==> config.mk <==
export PLATFORM = sky130hd
export DESIGN_NAME = mem_port_arbiter
export DESIGN_NICKNAME = d
export VERILOG_FILES = /design/src/rtl/mem_pkg.sv /design/src/rtl/mem_arb_pick.sv /design/src/rtl/mem_port_arbiter.sv
export SDC_FILE = /design/constraint.sdc
export NUM_CORES = 1
export LEC_CHECK = 0
export CORE_MARGIN = 2
export CORE_UTILIZATION = 44
export CTS_CLUSTER_DIAMETER = 150
export CTS_CLUSTER_SIZE = 8
export DETAILED_ROUTE_END_ITERATION = 8
export GPL_ROUTABILITY_DRIVEN = 0
export GPL_TIMING_DRIVEN = 0
export PLACE_DENSITY = 0.87
export SYNTH_ARGS = -nofsm -noshare
export SYNTH_HDL_FRONTEND = slang
export SYNTH_SLANG_ARGS = --single-unit
==> constraint.sdc <==
create_clock -name i_clk -period 5.1 [get_ports i_clk]
set_input_delay 1.02 -clock i_clk [delete_from_list [all_inputs] [get_ports i_clk]]
set_output_delay 1.02 -clock i_clk [all_outputs]
set_load 0.005 [all_outputs]
==> src/rtl/mem_pkg.sv <==
// Shared definitions for the memory port arbiter.
//   mem_state_e  : arbiter FSM states (IDLE, ACCESS, RESP)
//   REQ_IF/REQ_DM: requester IDs used for the winner and the response owner
//   MEM_RW_*     : encoding of the RAM rw line
package mem_pkg;

    typedef enum logic [1:0] {
        IDLE   = 2'd0,
        ACCESS = 2'd1,
        RESP   = 2'd2
    } mem_state_e;

    localparam logic REQ_IF = 1'b0;
    localparam logic REQ_DM = 1'b1;

    localparam logic MEM_RW_WRITE = 1'b1;
    localparam logic MEM_RW_READ  = 1'b0;

endpackage

==> src/rtl/mem_arb_pick.sv <==
// Priority decision between fetch and data requesters with fetch starvation guard.
// Ports:
//   i_clk, i_rst_n   : clock, asynchronous active-low reset
//   i_if_req         : fetch request
//   i_dm_req         : data request
//   i_grant_strobe   : high in every arbitration slot (arbiter idle)
//   o_winner         : winning requester ID (REQ_IF / REQ_DM), valid when any req is high
module mem_arb_pick
    import mem_pkg::*;
#(
    parameter int unsigned MAX_STARVE = 3
) (
    input  logic i_clk,
    input  logic i_rst_n,
    input  logic i_if_req,
    input  logic i_dm_req,
    input  logic i_grant_strobe,
    output logic o_winner
);

    localparam int unsigned StarveW = (MAX_STARVE > 0) ? $clog2(MAX_STARVE + 1) : 1;
    localparam logic [StarveW-1:0] StarveMax = StarveW'(MAX_STARVE);

    logic [StarveW-1:0] r_starve;
    logic               w_force_if;

    assign w_force_if = (r_starve == StarveMax);

    // Data wins a contested slot unless fetch has lost MAX_STARVE times in a row.
    assign o_winner = (i_if_req && (!i_dm_req || w_force_if)) ? REQ_IF : REQ_DM;

    always_ff @(posedge i_clk or negedge i_rst_n) begin
        if (!i_rst_n) begin
            r_starve <= '0;
        end else if (i_grant_strobe) begin
            if (!i_if_req || (o_winner == REQ_IF)) begin
                r_starve <= '0;
            end else if (!w_force_if) begin
                // Fetch is requesting but data won: count the loss, saturating.
                r_starve <= r_starve + StarveW'(1);
            end
        end
    end

endmodule

==> src/rtl/mem_port_arbiter.sv <==
// Shares the single-ported data RAM between instruction fetch and load/store.
// One request is accepted at a time; the RAM is driven for RAM_LAT cycles, the
// registered read data is captured and returned with a one-cycle rvalid pulse.
// Ports:
//   i_clk, i_rst_n                 : clock, asynchronous active-low reset
//   i_if_req/i_if_addr             : fetch request; o_if_ready accept pulse
//   o_if_rvalid/o_if_err           : fetch response pulse and out-of-range flag
//   i_dm_req/i_dm_we/i_dm_addr/i_dm_wdata : data request; o_dm_ready accept pulse
//   o_dm_rvalid/o_dm_err           : data completion pulse and out-of-range flag
//   o_rdata                        : read data, valid with either rvalid
//   o_mem_enable/o_mem_rw/o_mem_addr/o_mem_wdata/i_mem_rdata : RAM interface
module mem_port_arbiter
    import mem_pkg::*;
#(
    parameter int unsigned RAM_LAT    = 2,
    parameter int unsigned MAX_STARVE = 3,
    parameter int unsigned ADDR_BITS  = 13
) (
    input  logic        i_clk,
    input  logic        i_rst_n,
    input  logic        i_if_req,
    input  logic [31:0] i_if_addr,
    output logic        o_if_ready,
    output logic        o_if_rvalid,
    output logic        o_if_err,
    input  logic        i_dm_req,
    input  logic        i_dm_we,
    input  logic [31:0] i_dm_addr,
    input  logic [31:0] i_dm_wdata,
    output logic        o_dm_ready,
    output logic        o_dm_rvalid,
    output logic        o_dm_err,
    output logic [31:0] o_rdata,
    output logic        o_mem_enable,
    output logic        o_mem_rw,
    output logic [31:0] o_mem_addr,
    output logic [31:0] o_mem_wdata,
    input  logic [31:0] i_mem_rdata
);

    localparam int unsigned CntW = (RAM_LAT > 1) ? $clog2(RAM_LAT) : 1;
    localparam logic [CntW-1:0] CntLoad = CntW'(RAM_LAT - 1);

    mem_state_e    r_state;
    logic [CntW-1:0] r_cnt;
    logic          r_owner;
    logic          r_if_rvalid;
    logic          r_if_err;
    logic          r_dm_rvalid;
    logic          r_dm_err;
    logic [31:0]   r_rdata;
    logic          r_mem_enable;
    logic          r_mem_rw;
    logic [31:0]   r_mem_addr;
    logic [31:0]   r_mem_wdata;

    logic          w_idle;
    logic          w_any_req;
    logic          w_winner;
    logic [31:0]   w_win_addr;
    logic          w_win_we;
    logic [31:0]   w_win_wdata;
    logic          w_out_of_range;

    assign w_idle    = (r_state == IDLE);
    assign w_any_req = i_if_req | i_dm_req;

    mem_arb_pick #(
        .MAX_STARVE(MAX_STARVE)
    ) u_pick (
        .i_clk         (i_clk),
        .i_rst_n       (i_rst_n),
        .i_if_req      (i_if_req),
        .i_dm_req      (i_dm_req),
        .i_grant_strobe(w_idle),
        .o_winner      (w_winner)
    );

    assign w_win_addr     = (w_winner == REQ_DM) ? i_dm_addr : i_if_addr;
    assign w_win_we       = (w_winner == REQ_DM) ? i_dm_we : MEM_RW_READ;
    assign w_win_wdata    = (w_winner == REQ_DM) ? i_dm_wdata : 32'h0;
    assign w_out_of_range = ((w_win_addr >> ADDR_BITS) != 32'h0);

    // Accept is decided in the idle cycle itself; reset forces it low so every
    // output reads 0 while reset is held.
    assign o_if_ready = i_rst_n & w_idle & i_if_req & (w_winner == REQ_IF);
    assign o_dm_ready = i_rst_n & w_idle & i_dm_req & (w_winner == REQ_DM);

    always_ff @(posedge i_clk or negedge i_rst_n) begin
        if (!i_rst_n) begin
            r_state      <= IDLE;
            r_cnt        <= '0;
            r_owner      <= REQ_IF;
            r_if_rvalid  <= 1'b0;
            r_if_err     <= 1'b0;
            r_dm_rvalid  <= 1'b0;
            r_dm_err     <= 1'b0;
            r_rdata      <= '0;
            r_mem_enable <= 1'b0;
            r_mem_rw     <= MEM_RW_READ;
            r_mem_addr   <= '0;
            r_mem_wdata  <= '0;
        end else begin
            r_if_rvalid <= 1'b0;
            r_if_err    <= 1'b0;
            r_dm_rvalid <= 1'b0;
            r_dm_err    <= 1'b0;
            unique case (r_state)
                IDLE: begin
                    if (w_any_req) begin
                        r_owner <= w_winner;
                        if (w_out_of_range) begin
                            // Bad address: respond next cycle, RAM never enabled.
                            r_state     <= RESP;
                            r_rdata     <= '0;
                            r_if_rvalid <= (w_winner == REQ_IF);
                            r_if_err    <= (w_winner == REQ_IF);
                            r_dm_rvalid <= (w_winner == REQ_DM);
                            r_dm_err    <= (w_winner == REQ_DM);
                        end else begin
                            r_state      <= ACCESS;
                            r_cnt        <= CntLoad;
                            r_mem_enable <= 1'b1;
                            r_mem_rw     <= w_win_we;
                            r_mem_addr   <= w_win_addr;
                            r_mem_wdata  <= w_win_wdata;
                        end
                    end
                end
                ACCESS: begin
                    if (r_cnt == '0) begin
                        r_state      <= RESP;
                        r_rdata      <= (r_mem_rw == MEM_RW_WRITE) ? 32'h0 : i_mem_rdata;
                        r_if_rvalid  <= (r_owner == REQ_IF);
                        r_dm_rvalid  <= (r_owner == REQ_DM);
                        r_mem_enable <= 1'b0;
                        r_mem_rw     <= MEM_RW_READ;
                        r_mem_addr   <= '0;
                        r_mem_wdata  <= '0;
                    end else begin
                        r_cnt <= r_cnt - CntW'(1);
                    end
                end
                RESP: begin
                    r_state <= IDLE;
                end
                default: begin
                    r_state <= IDLE;
                end
            endcase
        end
    end

    assign o_if_rvalid  = r_if_rvalid;
    assign o_if_err     = r_if_err;
    assign o_dm_rvalid  = r_dm_rvalid;
    assign o_dm_err     = r_dm_err;
    assign o_rdata      = r_rdata;
    assign o_mem_enable = r_mem_enable;
    assign o_mem_rw     = r_mem_rw;
    assign o_mem_addr   = r_mem_addr;
    assign o_mem_wdata  = r_mem_wdata;

endmodule

==> results.sh, run 1 <==
export IMPL_status="finished clean"
export IMPL_cts_tree="yes"
export IMPL_synth_compound_area_share_pct=20.7
export IMPL_fp_dieW_um=108
export IMPL_layout_setup_ws_ns=0.329
export IMPL_placed_cell_area_sq_um=7300
export IMPL_yosys_area_share_adder_pct=0.264
export IMPL_fp_dieH_um=108
export IMPL_ir_worst_vdd_uv=205
export IMPL_cp_startpoint="i_dm_req"
export IMPL_synth_area_leader_cell="dfrtp_1"
export IMPL_clock_path_buffers=2
export IMPL_grt_max_degree=79
export IMPL_synthMuxAreaShare_pct=2.74
export IMPL_fmax_mhz=210
export IMPL_yosys_register_bits=108
export IMPL_vias_per_cell=5.67
export IMPL_path_cells="clkdlybuf4s50_1 -> nor2b_1 -> nor2_1 -> nor3_2 -> clkbuf_1 -> and2_1 -> clkdlybuf4s50_1"
export IMPL_synth_xor_area_share_pct=0
export IMPL_finClkSkew_ns=0.0229
export IMPL_cts_sinks=108
export IMPL_hold_start="o_rdata[4]"
export IMPL_drv_cap=0
export IMPL_cp_max_fo=10
export IMPL_nets=827
export IMPL_setup_viol=0
export IMPL_post_route_util_pct=72.1
export IMPL_drive_above_1_share_pct=5.44
export IMPL_cts_max_level=3
export IMPL_syn_to_final_growth_pct=58.3
export IMPL_cp_start_kind="input port"
export IMPL_first_pass_iters=5
export IMPL_grt_overflow=0
export IMPL_slew_headroom_pct=31.0
export IMPL_p_leak_nw=3.16
export IMPL_final_max_slew_violation_count=0
export IMPL_dpl_hpwl_mm=11.6
export IMPL_hold_viol_final=0
export IMPL_slowest_delay_ns=0.53
export IMPL_final_area_sq_um=7510
export IMPL_syn_avg_cell_area_sq_um=10.7
export IMPL_cts_setup_buffers=0
export IMPL_synth_edf_count=0
export IMPL_ys_warn_count=0
export IMPL_num_vias=4728
export IMPL_synth_top_area_share_pct=56.9
export IMPL_critical_path_buf_inv_count=3
export IMPL_fill_cells=775
export IMPL_tritoncts_num_buffers=9
export IMPL_antenna_found_initial=0
export IMPL_seq_area_frac_synth_pct=56.9
export IMPL_crit_path_end_kind="output port"
export IMPL_layout_commonest_cell="clkdlybuf4s50_1"
export IMPL_final_cell_mix="clkdlybuf4s50_1 (235), dfrtp_1 (108), nand2_1 (100)"
export IMPL_ys_types=38
export IMPL_synth_top_family_by_area="compound AO/OA/AOI/OAI gates"
export IMPL_cp_arrival_ns=3.75
export IMPL_crit_slowest_cell="nor3_2"
export IMPL_yosys_area_share_simple_pct=15.6
export IMPL_ys_flop_type="dfrtp_1"
export IMPL_finalPower_mw=2.64
export IMPL_cp_common_cell="clkdlybuf4s50_1"
export IMPL_grt_pass1_wl_mm=24.3
export IMPL_tightestPinTransition_ns=1.03
export IMPL_register_area_sq_um=2700
export IMPL_wirelength_mm=15.3
export IMPL_required_ns=4.08
export IMPL_postRouteAntennaNets=0
export IMPL_tns_ns=0
export IMPL_rsz0062_at_grt="false"
export IMPL_synth_area_leaders="dfrtp_1 (57%), nand2_1 (7.9%), a22o_1 (5.9%)"
export IMPL_clock_latency_ns=0.37
export IMPL_hold_ws_ns=0.508
export IMPL_cts_root_buf="clkbuf_8"
export IMPL_syn_nets=579
export IMPL_worstHoldPathType="register to register"
export IMPL_diodes=0
export IMPL_placementRows=37
export IMPL_grt_pass1_vias=4790
export IMPL_io_buffers=236
export IMPL_period_share_pct=93.6
export IMPL_clk_pin_slew_ns=0.11
export IMPL_multi_input_area_sq_um=1870
export IMPL_rr_startpoint="u_pick.r_starve[0]"
export IMPL_dpl_cell_count=818
export IMPL_async_reset_ff_share_pct=100
export IMPL_drc=0
export IMPL_worst_path_dominant_cell_family="buffers and inverters"
export IMPL_die_area_sq_um=11600
export IMPL_coreArea_sq_um=10400
export IMPL_path_class="input port to output port"
export IMPL_io_pins=237
export IMPL_syn_inst=445
export IMPL_period_minus_slack_ns=4.77
export IMPL_pre_cts_ws_ns=0.0752
export IMPL_drt_initial_drc_count=362
export IMPL_power_density_nw_per_um2=351
export IMPL_final_cells=834
export IMPL_grt_total_usage_pct=26.6
export IMPL_wl_per_cell_um=18.3
export IMPL_syn_area_sq_um=4750
export IMPL_start_util_pct=45.6
==> registers in the layout (all words and copies together) (netlist names) <==
| signal | count |
|---|---|
| r_state | 2 |
| o_mem_addr | 32 |
| o_mem_enable | 1 |
| o_dm_err | 1 |
| r_owner | 1 |
| r_cnt | 1 |
| o_dm_rvalid | 1 |
| o_mem_rw | 1 |
| u_pick.r_starve | 2 |
| o_mem_wdata | 32 |
| o_rdata | 32 |
| o_if_rvalid | 1 |
| o_if_err | 1 |
==> kinds of logic after synthesis <==
kind of cell | Yosys count
and+or+nand+nor | 162
buffers and inverters | 43
adders and majority gates | 1
DFF | 108
muxes | 13
AOI/OAI and AO/OA | 118
==> cell usage after synthesis (3+ instances only) <==
| cell type | instances |
|---|---|
| a21oi_1 | 3 |
| nor3_1 | 7 |
| dfrtp_1 | 108 |
| inv_1 | 4 |
| o221ai_1 | 5 |
| nor2_1 | 6 |
| nand4_1 | 33 |
| o21ai_0 | 5 |
| clkbuf_1 | 28 |
| mux2i_1 | 13 |
| buf_2 | 8 |
| o221ai_2 | 8 |
| o211ai_1 | 34 |
| a21boi_0 | 19 |
| nor4_1 | 8 |
| nand2_1 | 100 |
| a22o_1 | 32 |
==> where the power goes <==
group,total [mW],internal [mW],switching (mW)
Combinational,0.888,0.545,0.344
Clock,0.551,0.239,0.312
Sequential,1.20,1.04,0.158
Total,2.64,1.83,0.814
==> what timing repair did <==
action / 4_1_cts / 5_1_grt
endpoints found under the setup margin: 0 / 1
gates resized for setup: 0 / 1
hold buffers: 0 / 0
==> area by class of cell <==
class	count	share of cell area, %
well taps	136	2.26
clock buffers	10	1.70
flip-flops and latches	108	36.0
plain buffers	39	2.18
repair buffers	237	31.8
clock inverters	6	1.02
multi-input cells	294	24.9
inverters	4	0.200
==> routing by layer <==
metal	track usage (%)	part of all wire, %	vias to the layer above
met2	46.3	50	221
met4	7.33	1.8	0
li1	-	-	2139
met3	6.48	8.0	28
met5	0	0	-
met1	33.0	40	2340
==> worst register-to-register path: cells and delay by family, from the launching register on <==
family,cells,cell delay (ns)
AOI/OAI and AO/OA,2,1.01
buffers and inverters,2,0.64
and+or+nand+nor,3,0.44
DFF,1,0.40
adders and majority gates,1,0.16
==> path summary, 6_finish.rpt <==
kind                              endpoint  slack, ns  depth (start not counted)
max                             o_dm_ready       0.33                          7
min                             o_rdata[4]       0.51                          1
max reg2reg                o_mem_wdata[17]       2.39                          8
min reg2reg                     o_rdata[4]       0.51                          1
max in group asynchronous       r_state[1]       3.79                          2
min in group asynchronous   o_mem_wdata[8]       0.58                          1
Power figures use the tool's default switching activity.
==> run 2, diff against run 1 <==
Settings changed: CORE_UTILIZATION 44 to 37, GPL_ROUTABILITY_DRIVEN 0 to unset, PLACE_DENSITY 0.87 to 0.78.
Clock period 5.1 ns to 3.98 ns, I/O delays scaled along.
==> results.sh, run 2 (synthesis results as in run 1) <==
export IMPL_grt_pass1_vias=4884
export IMPL_power_density_nw_per_um2=472
export IMPL_cts_tree="yes"
export IMPL_slowest_delay_ns=0.54
export IMPL_wirelength_mm=15.2
export IMPL_io_pins=237
export IMPL_io_buffers=236
export IMPL_cts_sinks=108
export IMPL_rsz0062_at_grt="false"
export IMPL_coreArea_sq_um=12600
export IMPL_fp_dieH_um=117
export IMPL_setup_viol=0
export IMPL_slew_headroom_pct=33.1
export IMPL_tritoncts_num_buffers=9
export IMPL_drc=0
export IMPL_rr_startpoint="u_pick.r_starve[0]"
export IMPL_grt_total_usage_pct=22.1
export IMPL_vias_per_cell=5.26
export IMPL_dpl_cell_count=854
export IMPL_status="finished clean"
export IMPL_path_cells="clkdlybuf4s50_1 -> nor2b_2 -> nor2_1 -> nor3_4 -> clkbuf_2 -> and2_1 -> clkdlybuf4s50_1"
export IMPL_crit_path_end_kind="output port"
export IMPL_grt_overflow=0
export IMPL_grt_pass1_wl_mm=23.8
export IMPL_period_minus_slack_ns=3.74
export IMPL_cts_hold_buf=0
export IMPL_ir_worst_vdd_uv=232
export IMPL_grt_max_degree=57
export IMPL_required_ns=3.18
export IMPL_cp_common_cell="clkdlybuf4s50_1"
export IMPL_cp_max_fo=10
export IMPL_cp_startpoint="i_dm_req"
export IMPL_drive_above_1_share_pct=5.87
export IMPL_final_cells=871
export IMPL_hold_viol_final=0
export IMPL_diodes=0
export IMPL_tightestPinTransition_ns=0.995
export IMPL_clk_pin_slew_ns=0.07
export IMPL_cp_start_kind="input port"
export IMPL_crit_slowest_cell="clkdlybuf4s50_1"
export IMPL_nets=828
export IMPL_tns_ns=0
export IMPL_cts_root_buf="clkbuf_16"
export IMPL_postRouteAntennaNets=0
export IMPL_final_max_slew_violation_count=0
export IMPL_fp_dieW_um=117
export IMPL_placementRows=41
export IMPL_critical_path_buf_inv_count=3
export IMPL_num_vias=4583
export IMPL_cts_max_level=3
export IMPL_start_util_pct=37.8
export IMPL_clock_latency_ns=0.34
export IMPL_fmax_mhz=267
export IMPL_antenna_found_initial=0
export IMPL_final_cell_mix="clkdlybuf4s50_1 (235), dfrtp_1 (108), nand2_1 (100)"
export IMPL_cp_arrival_ns=2.95
export IMPL_first_pass_iters=4
export IMPL_worstHoldPathType="input port to async pin"
export IMPL_drt_initial_drc_count=229
export IMPL_die_area_sq_um=13800
export IMPL_gp_congestion=0.842
export IMPL_path_class="input port to output port"
export IMPL_wl_per_cell_um=17.5
export IMPL_drv_cap=0
export IMPL_finalPower_mw=3.63
export IMPL_period_share_pct=94.0
export IMPL_dpl_hpwl_mm=11.6
export IMPL_worst_path_dominant_cell_family="buffers and inverters"
export IMPL_p_leak_nw=3.23
export IMPL_hold_ws_ns=0.499
export IMPL_syn_to_final_growth_pct=62.0
export IMPL_finClkSkew_ns=0.00612
export IMPL_layout_commonest_cell="clkdlybuf4s50_1"
export IMPL_clock_path_buffers=2
run 2: cell types whose count changed in the layout (fill, tap and decap cells not counted), moves of 3 or more:
cell,change
clkinv_2,+3
inv_6,-4
clkbuf_8,-8
clkbuf_16,+9
run 2: final timing paths:
path                       slack [ns]            endpoint  cells past startpoint
setup reg to reg                 1.37     o_mem_wdata[15]                      8
setup / recovery                 0.24          o_dm_ready                      7
max in group asynchronous        2.75          o_rdata[5]                      2
hold / removal                   0.50      o_mem_addr[10]                      1
hold reg to reg                  0.50  u_pick.r_starve[1]                      2
min in group i_clk               0.50  u_pick.r_starve[1]                      2
run 2: repair_timing:
item / 4_1_cts / 5_1_grt
pin swaps: 1 / 1
buffers inserted: 0 / 1
endpoints found under the setup margin: 1 / 1
gates resized for setup: 3 / 1
run 2: metrics by stage:
step	setup slack [ns]	utilization, %	instance area [sq um]
2_1_floorplan	1.06	-	4750
4_1_cts	0.00663	61.1	7680
3_3_place_gp	-2.66	58.3	7320
5_1_grt	0.0811	61.2	7690
6_report	0.237	61.2	7690
3_5_place_dp	-0.651	58.5	7350
run 2: power by group:
part           internal, mW  switching (mW)
Combinational         0.700           0.435
Clock                 0.566           0.389
Sequential             1.34           0.200
Total                  2.60            1.02
run 2: final cells by class:
| type | count | area (sq um) |
|---|---|---|
| tap | 172 | 215 |
| sequential | 108 | 2700 |
| timing repair buffer | 238 | 2390 |
| multi-input combinational | 294 | 1880 |
| fill | 1037 | 4880 |
| buffer | 39 | 165 |
| inverter | 4 | 15.0 |
| clock inverter | 5 | 75.1 |
| clock buffer | 11 | 243 |
run 2: worst reg2reg max path: stages, from the launching register on:
cell,delay (ns)
dfrtp_1,0.38
ha_1,0.17
nor2b_2,0.06
nand2b_1,0.13
buf_2,0.19
o31ai_1,0.86
clkbuf_1,0.42
nand4_1,0.16
o211ai_1,0.14
run 2: layer usage:
metal | share of wire [%] | up-vias | global-route usage (%)
met5 | 0 | - | 0
met4 | 2.4 | 0 | 8.86
met3 | 6.6 | 27 | 4.63
met1 | 41 | 2251 | 26.5
li1 | - | 2139 | -
met2 | 50 | 166 | 39.0
